`src/rtl/hbridge_driver.sv`:
```
// H-bridge gate driver with dead-time insertion and latched fault shutdown.
//
// Builds the wanted switch pattern {hiA,loA,hiB,loB} from the enable, note
// polarity and PWM carrier, then applies it so that no leg ever shoots through:
// a switch turns on only after its complement has been off for DEAD_CYCLES
// clock cycles. Turn-offs are applied on the next edge.
//
// Ports:
//   clk        - system clock (40 MHz)
//   reset      - asynchronous active-high reset
//   en         - bridge enable; 0 turns every switch off
//   sign       - note polarity (0 positive, 1 negative)
//   pwmIn      - PWM carrier
//   faultIn    - overcurrent flag, synchronous to clk
//   clearFault - single-cycle request to clear a latched fault
//   hiA/loA    - leg A high/low-side gate drive (registered)
//   hiB/loB    - leg B high/low-side gate drive (registered)
//   faulted    - latched fault status
//   deadActive - high while a dead-time interval is running
module hbridge_driver #(
  parameter int unsigned DEAD_CYCLES = 4
) (
  input  logic clk,
  input  logic reset,
  input  logic en,
  input  logic sign,
  input  logic pwmIn,
  input  logic faultIn,
  input  logic clearFault,
  output logic hiA,
  output logic loA,
  output logic hiB,
  output logic loB,
  output logic faulted,
  output logic deadActive
);

  typedef enum logic [0:0] {StDrive, StDead} state_e;

  localparam logic [7:0] CntLoad = 8'(DEAD_CYCLES - 1);

  state_e     st_q, st_d;
  logic [3:0] a_q, a_d;      // applied vector, drives the gates
  logic [3:0] l_q, l_d;      // target latched when the dead interval started
  logic [7:0] cnt_q, cnt_d;
  logic       faulted_q, faulted_d;
  logic [3:0] tgt;

  // Wanted switch pattern, {hiA,loA,hiB,loB}.
  always_comb begin
    tgt = 4'b0000;
    if (en && !faulted_q) begin
      if (!pwmIn)    tgt = 4'b0101;
      else if (sign) tgt = 4'b0110;
      else           tgt = 4'b1001;
    end
  end

  always_comb begin
    st_d      = st_q;
    a_d       = a_q;
    l_d       = l_q;
    cnt_d     = cnt_q;
    faulted_d = faulted_q;
    if (faultIn) begin
      // Fault wins over everything, including a simultaneous clear.
      faulted_d = 1'b1;
      a_d       = 4'b0000;
      st_d      = StDrive;
    end else begin
      if (clearFault) faulted_d = 1'b0;
      unique case (st_q)
        StDrive: begin
          if (tgt != a_q) begin
            if ((tgt & ~a_q) == 4'b0000) begin
              a_d = tgt;                 // pure turn-off: no dead time needed
            end else begin
              a_d   = a_q & tgt;         // drop switches that must go off now
              l_d   = tgt;
              cnt_d = CntLoad;
              st_d  = StDead;
            end
          end
        end
        StDead: begin
          if (tgt != l_q) begin
            // Target moved while waiting: restart the full dead interval.
            a_d   = a_q & tgt;
            l_d   = tgt;
            cnt_d = CntLoad;
          end else if (cnt_q == 8'd0) begin
            a_d  = l_q;
            st_d = StDrive;
          end else begin
            cnt_d = cnt_q - 8'd1;
          end
        end
        default: st_d = StDrive;
      endcase
    end
  end

  always_ff @(posedge clk or posedge reset) begin
    if (reset) begin
      st_q      <= StDrive;
      a_q       <= 4'b0000;
      l_q       <= 4'b0000;
      cnt_q     <= 8'd0;
      faulted_q <= 1'b0;
    end else begin
      st_q      <= st_d;
      a_q       <= a_d;
      l_q       <= l_d;
      cnt_q     <= cnt_d;
      faulted_q <= faulted_d;
    end
  end

  assign {hiA, loA, hiB, loB} = a_q;
  assign faulted    = faulted_q;
  assign deadActive = (st_q == StDead);

endmodule

```
`config.mk`:
```
export PLATFORM = sky130hd
export DESIGN_NAME = hbridge_driver
export DESIGN_NICKNAME = d
export VERILOG_FILES = /design/src/rtl/hbridge_driver.sv
export SDC_FILE = /design/constraint.sdc
export NUM_CORES = 1
export LEC_CHECK = 0
export ABC_AREA = 1
export CORE_UTILIZATION = 55
export DETAILED_ROUTE_END_ITERATION = 12
export PLACE_DENSITY_LB_ADDON = 0.1
export SYNTH_ARGS = -nofsm -noshare
export SYNTH_HDL_FRONTEND = slang
export SYNTH_SLANG_ARGS = --single-unit
```
`constraint.sdc`:
```
create_clock -name clk -period 1.9 [get_ports clk]
set_input_delay 0.475 -clock clk [delete_from_list [all_inputs] [get_ports clk]]
set_output_delay 0.475 -clock clk [all_outputs]
set_load 0.005 [all_outputs]
```
==> reports/qor.csv, run 1 <==
metric;value;unit
Net Switching;0.468;mW
FF+latch count, synth;18;
clock power share;19.7;%
clk_lat worst skew;0.30;ns
gp weighted congestion;0.927;
Max VDD drop;0.602;mV
buffer and inverter count on the worst path;1;
DR vias/cell;5.21;
critical path arrival;1.30;ns
RSZ-0062 raised after global routing;false;
YS warnings;0;
worst-path fanout max;4;
initial core utilization;59.0;%
clk_skew;0.00541;ns
Critical Path Max Stage Delay;0.54;ns
Mapped Nets;203;
Reg2Reg Depth;12;
Pint;0.753;mW
gr usage total;28.7;%
buffers added on ports;12;
Core Util, Final;74.6;%
Die Span X;51.2;um
EDFF count, synth;0;
cell area power density;725;nW/um^2
Max Cap Viol;0;
HPWL Detailed;2.55;mm
Crit path required time;1.42;ns
drt pass-1 iters;4;
top-count cell post-synth;nand2_1;
first-pass GRT wire length;5.46;mm
Final Hold Viols;0;
Gate Count Post-Synth;192;
via count;1318;
Hold WC Path Type;primary input to asynchronous set/reset pin;
core area;2250;sq um
Flop pwr share;39.0;%
CP endpoint kind;primary output;
IO Count;13;
# DRC;0;
vias in the first global route;1324;
post-synthesis sequential area ratio;33.9;%
# hold bufs at CTS;0;
FF/Latch Area;450;sq um
final-report setup violation count;0;
Synth Flop Type;dfrtp_1;
worst setup path end;deadActive;
Slew Viols, Final;0;
reg2reg start;faulted;
Slew HR;78.4;%
status;completed;
Worst-Margin Slew;0.322;ns
CTS root buf;clkbuf_4;
Crit path depth;1;
Net Sw Frac;38.3;%
DRT iter0 DRCs;22;
Netlist cell types;23;
Synth top cells by count;70 x nand2_1, 24 x nand3_1, 20 x inv_1;
chip height;51.2;um
Multi-input gate area;796;sq um
Yosys top cell by area;dfrtp_1;
crit path cell chain;clkdlybuf4s50_1;
area of the mapped netlist;1330;sq um
Syn Area/Cell;6.93;sq um
crit start category;flop;
Leak;0.939;nW
initial antenna violation count;0;
Combinational Power Share;41.3;%
final wirelength;3.25;mm
antenna-violating nets left;0;
Layout fillers;195;
die area;2620;sq um
Inserted Clock Buffers;3;
Post-CTS Setup Inserts;0;
GR Overflow Total;0;
asr flop ratio synth;100;%
number of clock sinks;18;
worst flop-to-flop path endpoint;cnt_q[3];
Worst-path clk slew;0.11;ns
Max Fclk;565;MHz
fin crit period;1.77;ns
hold_ws;0.472;ns
CTS H-tree lvls;1;
# diodes;0;
NumNets Final;237;
Rows;17;
Area Overhead vs Synth;26.5;%
final setup margin;0.129;ns
Max Root-Sink Buffers;2;
pre-CTS WS;-0.522;ns
worst setup path category;flop to primary output;
R2R setup slack;0.13;ns
Routed WL per cell;12.8;um
synth top area cells;dfrtp_1 34%, nand2_1 20%, nand3_1 9.0%;
critical path startpoint;deadActive;
largest net degree at the start of global routing;19;
fraction of layout cells with a size suffix above 1;23.1;%
slowest cell on the critical path;clkdlybuf4s50_1;
largest delay contributor family on the critical path;buffers and inverters;
top cell type's share of synthesized area;33.9;%
CTS tree;yes;
Final Cycle Share;93.2;%
-- through the flow --
| stage | instances | area [sq um] | TNS, ns | power [mW] |
|---|---|---|---|---|
| after floorplan | 192 | 1330 | 0 | 0.807 |
| after global placement | 248 | 1620 | -6.33 | 0.944 |
| after detailed placement | 248 | 1620 | -8.19 | 0.972 |
| after CTS | 253 | 1680 | 0 | 1.23 |
| after global routing | 253 | 1680 | 0 | 1.30 |
| final | 253 | 1680 | 0 | 1.22 |
-- final cells by class --
cell class / instances / share of cell area (%)
Clock buffer: 4 / 2.16
Inverter: 27 / 6.02
Multi-Input combinational cell: 146 / 47.3
Sequential cell: 18 / 26.8
Tap cell: 28 / 2.08
Timing Repair Buffer: 30 / 15.7
-- placed cells by master (no fill, tap or decap) --
cell type        netlist  final
clkbuf_4               0      3
inv_1                 20     20
nand3_2                1      3
ha_1                   4      4
nand2_2                7      9
dfrtp_1               18     18
o21ai_0                1      1
nor3_1                 2      2
clkbuf_8               0      1
nand2_4                2      2
and2_1                 1      1
nor2_4                 2      3
inv_2                  7      7
dlygate4sd2_1          0      3
xnor2_1                3      3
buf_12                 0      1
nand4_1                1      1
nand2_1               70     68
nand3b_1               2      2
buf_4                  1     17
clkdlybuf4s50_1        0      9
nand3_1               24     22
nor2_2                 2      3
a21oi_1                3      3
xor2_1                 3      3
nor2_1                14     13
nor2_8                 3      3
-- worst min-delay path by stage --
stage	startpoint	endpoint	slack, ns	cells after the start
3_5_place_dp	cnt_q[0]	cnt_q[0]	0.50	2
5_1_grt	reset	a_q[1]	0.51	3
2_1_floorplan	reset	a_q[0]	0.41	1
3_3_place_gp	cnt_q[0]	cnt_q[0]	0.48	2
6_report	reset	a_q[1]	0.47	3
4_1_cts	reset	a_q[1]	0.48	3
-- flip-flops by register name (all words and copies together), names as in the netlist --
register and flops:
a_q 4, faulted 1, cnt_q 8, deadActive 1
l_q 4
-- power groups by stage --
stage / clock (mW) / sequential (mW) / combinational, mW
floorplan: 0 / 0.470 / 0.337
global placement: 0 / 0.480 / 0.464
detailed placement: 0 / 0.484 / 0.488
CTS: 0.244 / 0.476 / 0.505
global route: 0.256 / 0.483 / 0.557
finish: 0.240 / 0.477 / 0.504
-- kinds of logic (layout without fill, tap and decap cells) --
family / Yosys count / in the layout / share of synthesized area [%]
AOI/OAI and AO/OA: 4 / 4 / 1.50
DFF: 18 / 18 / 33.9
buffers and inverters: 29 / 61 / 8.47
and+or+nand+nor: 131 / 132 / 48.4
xor gates and xnor gates: 6 / 6 / 3.95
adders and majority gates: 4 / 4 / 3.76
-- timing repair --
item | CTS | global route
endpoints found under the hold margin | 0 | 0
resized for setup | 8 | 0
setup endpoints to repair | 17 | 0
-- layer usage --
| metal | share of wire (%) | vias up | GRT usage [%] | routed length, um |
|---|---|---|---|---|
| li1 | - | 658 | - | - |
| met1 | 40 | 613 | 32.6 | 1310 |
| met2 | 52 | 34 | 51.8 | 1680 |
| met3 | 4.6 | 13 | 2.38 | 151 |
| met4 | 3.1 | 0 | 16.7 | 101 |
| met5 | 0 | - | 0 | 0 |
(Power assumes the default switching activity.)
==> inputs of run 2 (changes only) <==
Settings changed: CORE_UTILIZATION 55 to 56.
==> reports/qor.csv, run 2 (synthesized netlist as in run 1, its figures left out) <==
metric;value;unit;change
status;completed;;
Slew Viols, Final;0;;unchanged
crit path cell chain;dlygate4sd2_1 -> nand2_1 -> nand3_2 -> inv_1 -> ha_1 -> inv_1 -> nor2_2 -> nand3_2 -> nor2_4 -> nor2_8 -> nand2_8 -> nand2_1 -> nand2_1;;
worst setup path category;primary input to flop;;
Final Cycle Share;92.8;%;-0.35 points
initial antenna violation count;0;;unchanged
Core Util, Final;75.5;%;+0.82 points
NumNets Final;238;;+0.42%
via count;1269;;-3.7%
antenna-violating nets left;0;;unchanged
clk_skew;0.000718;ns;-0.00469 ns
Slew HR;77.9;%;-0.43 points
number of clock sinks;18;;unchanged
largest delay contributor family on the critical path;simple AND/OR/NAND/NOR gates;;
Area Overhead vs Synth;26.7;%;
GR Overflow Total;0;;unchanged
Rows;17;;unchanged
DR vias/cell;5.02;;-3.7%
drt pass-1 iters;4;;unchanged
Crit path required time;2.14;ns;+0.72 ns
# DRC;0;;unchanged
Net Sw Frac;39.0;%;+0.63 points
Max Root-Sink Buffers;2;;unchanged
slowest cell on the critical path;ha_1;;
Max VDD drop;0.554;mV;-8.1%
core area;2230;sq um;-0.94%
most used cell, CP;nand2_1;;
commonest non-fill, non-tap cells in the layout;64 x nand2_1, 22 x nand3_1, 20 x inv_1;;
CTS H-tree lvls;1;;unchanged
final-report setup violation count;0;;unchanged
Routed WL per cell;11.8;um;-8.1%
# diodes;0;;unchanged
CTS root buf;clkbuf_4;;
initial core utilization;59.6;%;+0.56 points
Critical Path Max Stage Delay;0.26;ns;-0.28 ns
CTS tree;yes;;
buffers added on ports;12;;unchanged
commonest non-fill, non-tap cell in the layout;nand2_1;;
Max Fclk;567;MHz;+0.38%
Inserted Clock Buffers;3;;unchanged
buffer and inverter count on the worst path;3;;+2
worst-path fanout max;8;;+4
clock power share;16.1;%;-3.6 points
first-pass GRT wire length;5.03;mm;-7.8%
HPWL Detailed;2.23;mm;-13%
clk_lat worst skew;0.29;ns;about the same
IO Count;13;;unchanged
Net Switching;0.458;mW;-2.1%
Die Span X;50.7;um;-0.86%
Max Cap Viol;0;;unchanged
crit start category;primary input;;
Hold WC Path Type;primary input to asynchronous set/reset pin;;
Final Hold Viols;0;;unchanged
RSZ-0062 raised after global routing;false;;
CP endpoint kind;flop;;
Top Registers;cnt_q x8, a_q x4, l_q x4;;
Pint;0.718;mW;-4.6%
Worst-path clk slew;0.10;ns;about the same
Pwr Total;1.18;mW;-3.6%
max FFs per register;8;;unchanged
DRT iter0 DRCs;31;;+41%
Combinational Power Share;43.4;%;+2.1 points
fin crit period;1.76;ns;-0.00669 ns
largest net degree at the start of global routing;19;;unchanged
Cells after DPL;249;;+0.40%
largest reg by FF count;cnt_q;;
Final Non-Filler Cells;253;;unchanged
chip height;50.7;um;-0.86%
Post-CTS Setup Inserts;0;;unchanged
critical path arrival;2.00;ns;+0.70 ns
Leak;0.932;nW;-0.71%
cell area power density;698;nW/um^2;-3.8%
fraction of layout cells with a size suffix above 1;25.3;%;+2.2 points
final wirelength;2.99;mm;-8.1%
vias in the first global route;1226;;-7.4%
Worst-Margin Slew;0.329;ns;+0.00644 ns
gr usage total;26.2;%;-2.4 points
die area;2570;sq um;-1.7%
gp weighted congestion;0.912;;-1.6%
Flop pwr share;40.6;%;+1.6 points
# hold bufs at CTS;0;;unchanged
run 2: repair_timing:
action                                  CTS  global route
pin swaps                                10             6
gates resized for setup                   9             5
cloned                                    1             0
endpoints found under the setup margin   17             9
run 2: cell type report:
| type | count | area [sq um] |
|---|---|---|
| flip-flops and latches | 18 | 450 |
| clock buffers | 3 | 22.5 |
| inverters | 27 | 101 |
| fillers | 179 | 548 |
| well taps | 28 | 35.0 |
| multi-input cells | 146 | 817 |
| repair buffers | 31 | 259 |
run 2: power by group through the flow:
stage / Combinational, mW / Sequential [mW] / Clock [mW]
3_5_place_dp: 0.483 / 0.481 / 0
2_1_floorplan: 0.337 / 0.470 / 0
3_3_place_gp: 0.465 / 0.481 / 0
6_report: 0.510 / 0.477 / 0.189
4_1_cts: 0.495 / 0.474 / 0.195
5_1_grt: 0.563 / 0.485 / 0.204
run 2: tightest hold or removal path: stages:
cell             delay, ns
clkdlybuf4s50_1       0.40
inv_1                 0.05
buf_4                 0.25
run 2: metal layers:
layer	part of all wire, %	wire, um	track usage (%)
met1	44	1310	29.6
met2	53	1570	51.3
met3	2.1	62	2.12
met4	1.5	44	7.87
met5	0	0	0
run 2: per-stage QoR:
| stage | setup slack, ns | instance area [sq um] | hold slack [ns] | TNS [ns] |
|---|---|---|---|---|
| finish | 0.136 | 1690 | 0.497 | 0 |
| floorplan | 0.0395 | 1330 | 0.414 | 0 |
| global placement | -0.432 | 1620 | 0.486 | -6.73 |
| detailed placement | -0.477 | 1620 | 0.483 | -7.30 |
| CTS | 0.165 | 1670 | 0.498 | 0 |
| global route | 0.00272 | 1690 | 0.529 | 0 |
run 2: path summary, 6_finish.rpt:
path / cells past startpoint / start / slack, ns / endpoint
setup / recovery: 13 / pwmIn / 0.14 / cnt_q[7]
hold / removal: 3 / reset / 0.50 / cnt_q[0]
setup reg to reg: 12 / faulted / 0.17 / cnt_q[7]
hold reg to reg: 2 / cnt_q[0] / 0.52 / cnt_q[0]
max in group asynchronous: 3 / reset / 1.21 / a_q[0]
min in group clk: 2 / cnt_q[0] / 0.52 / cnt_q[0]
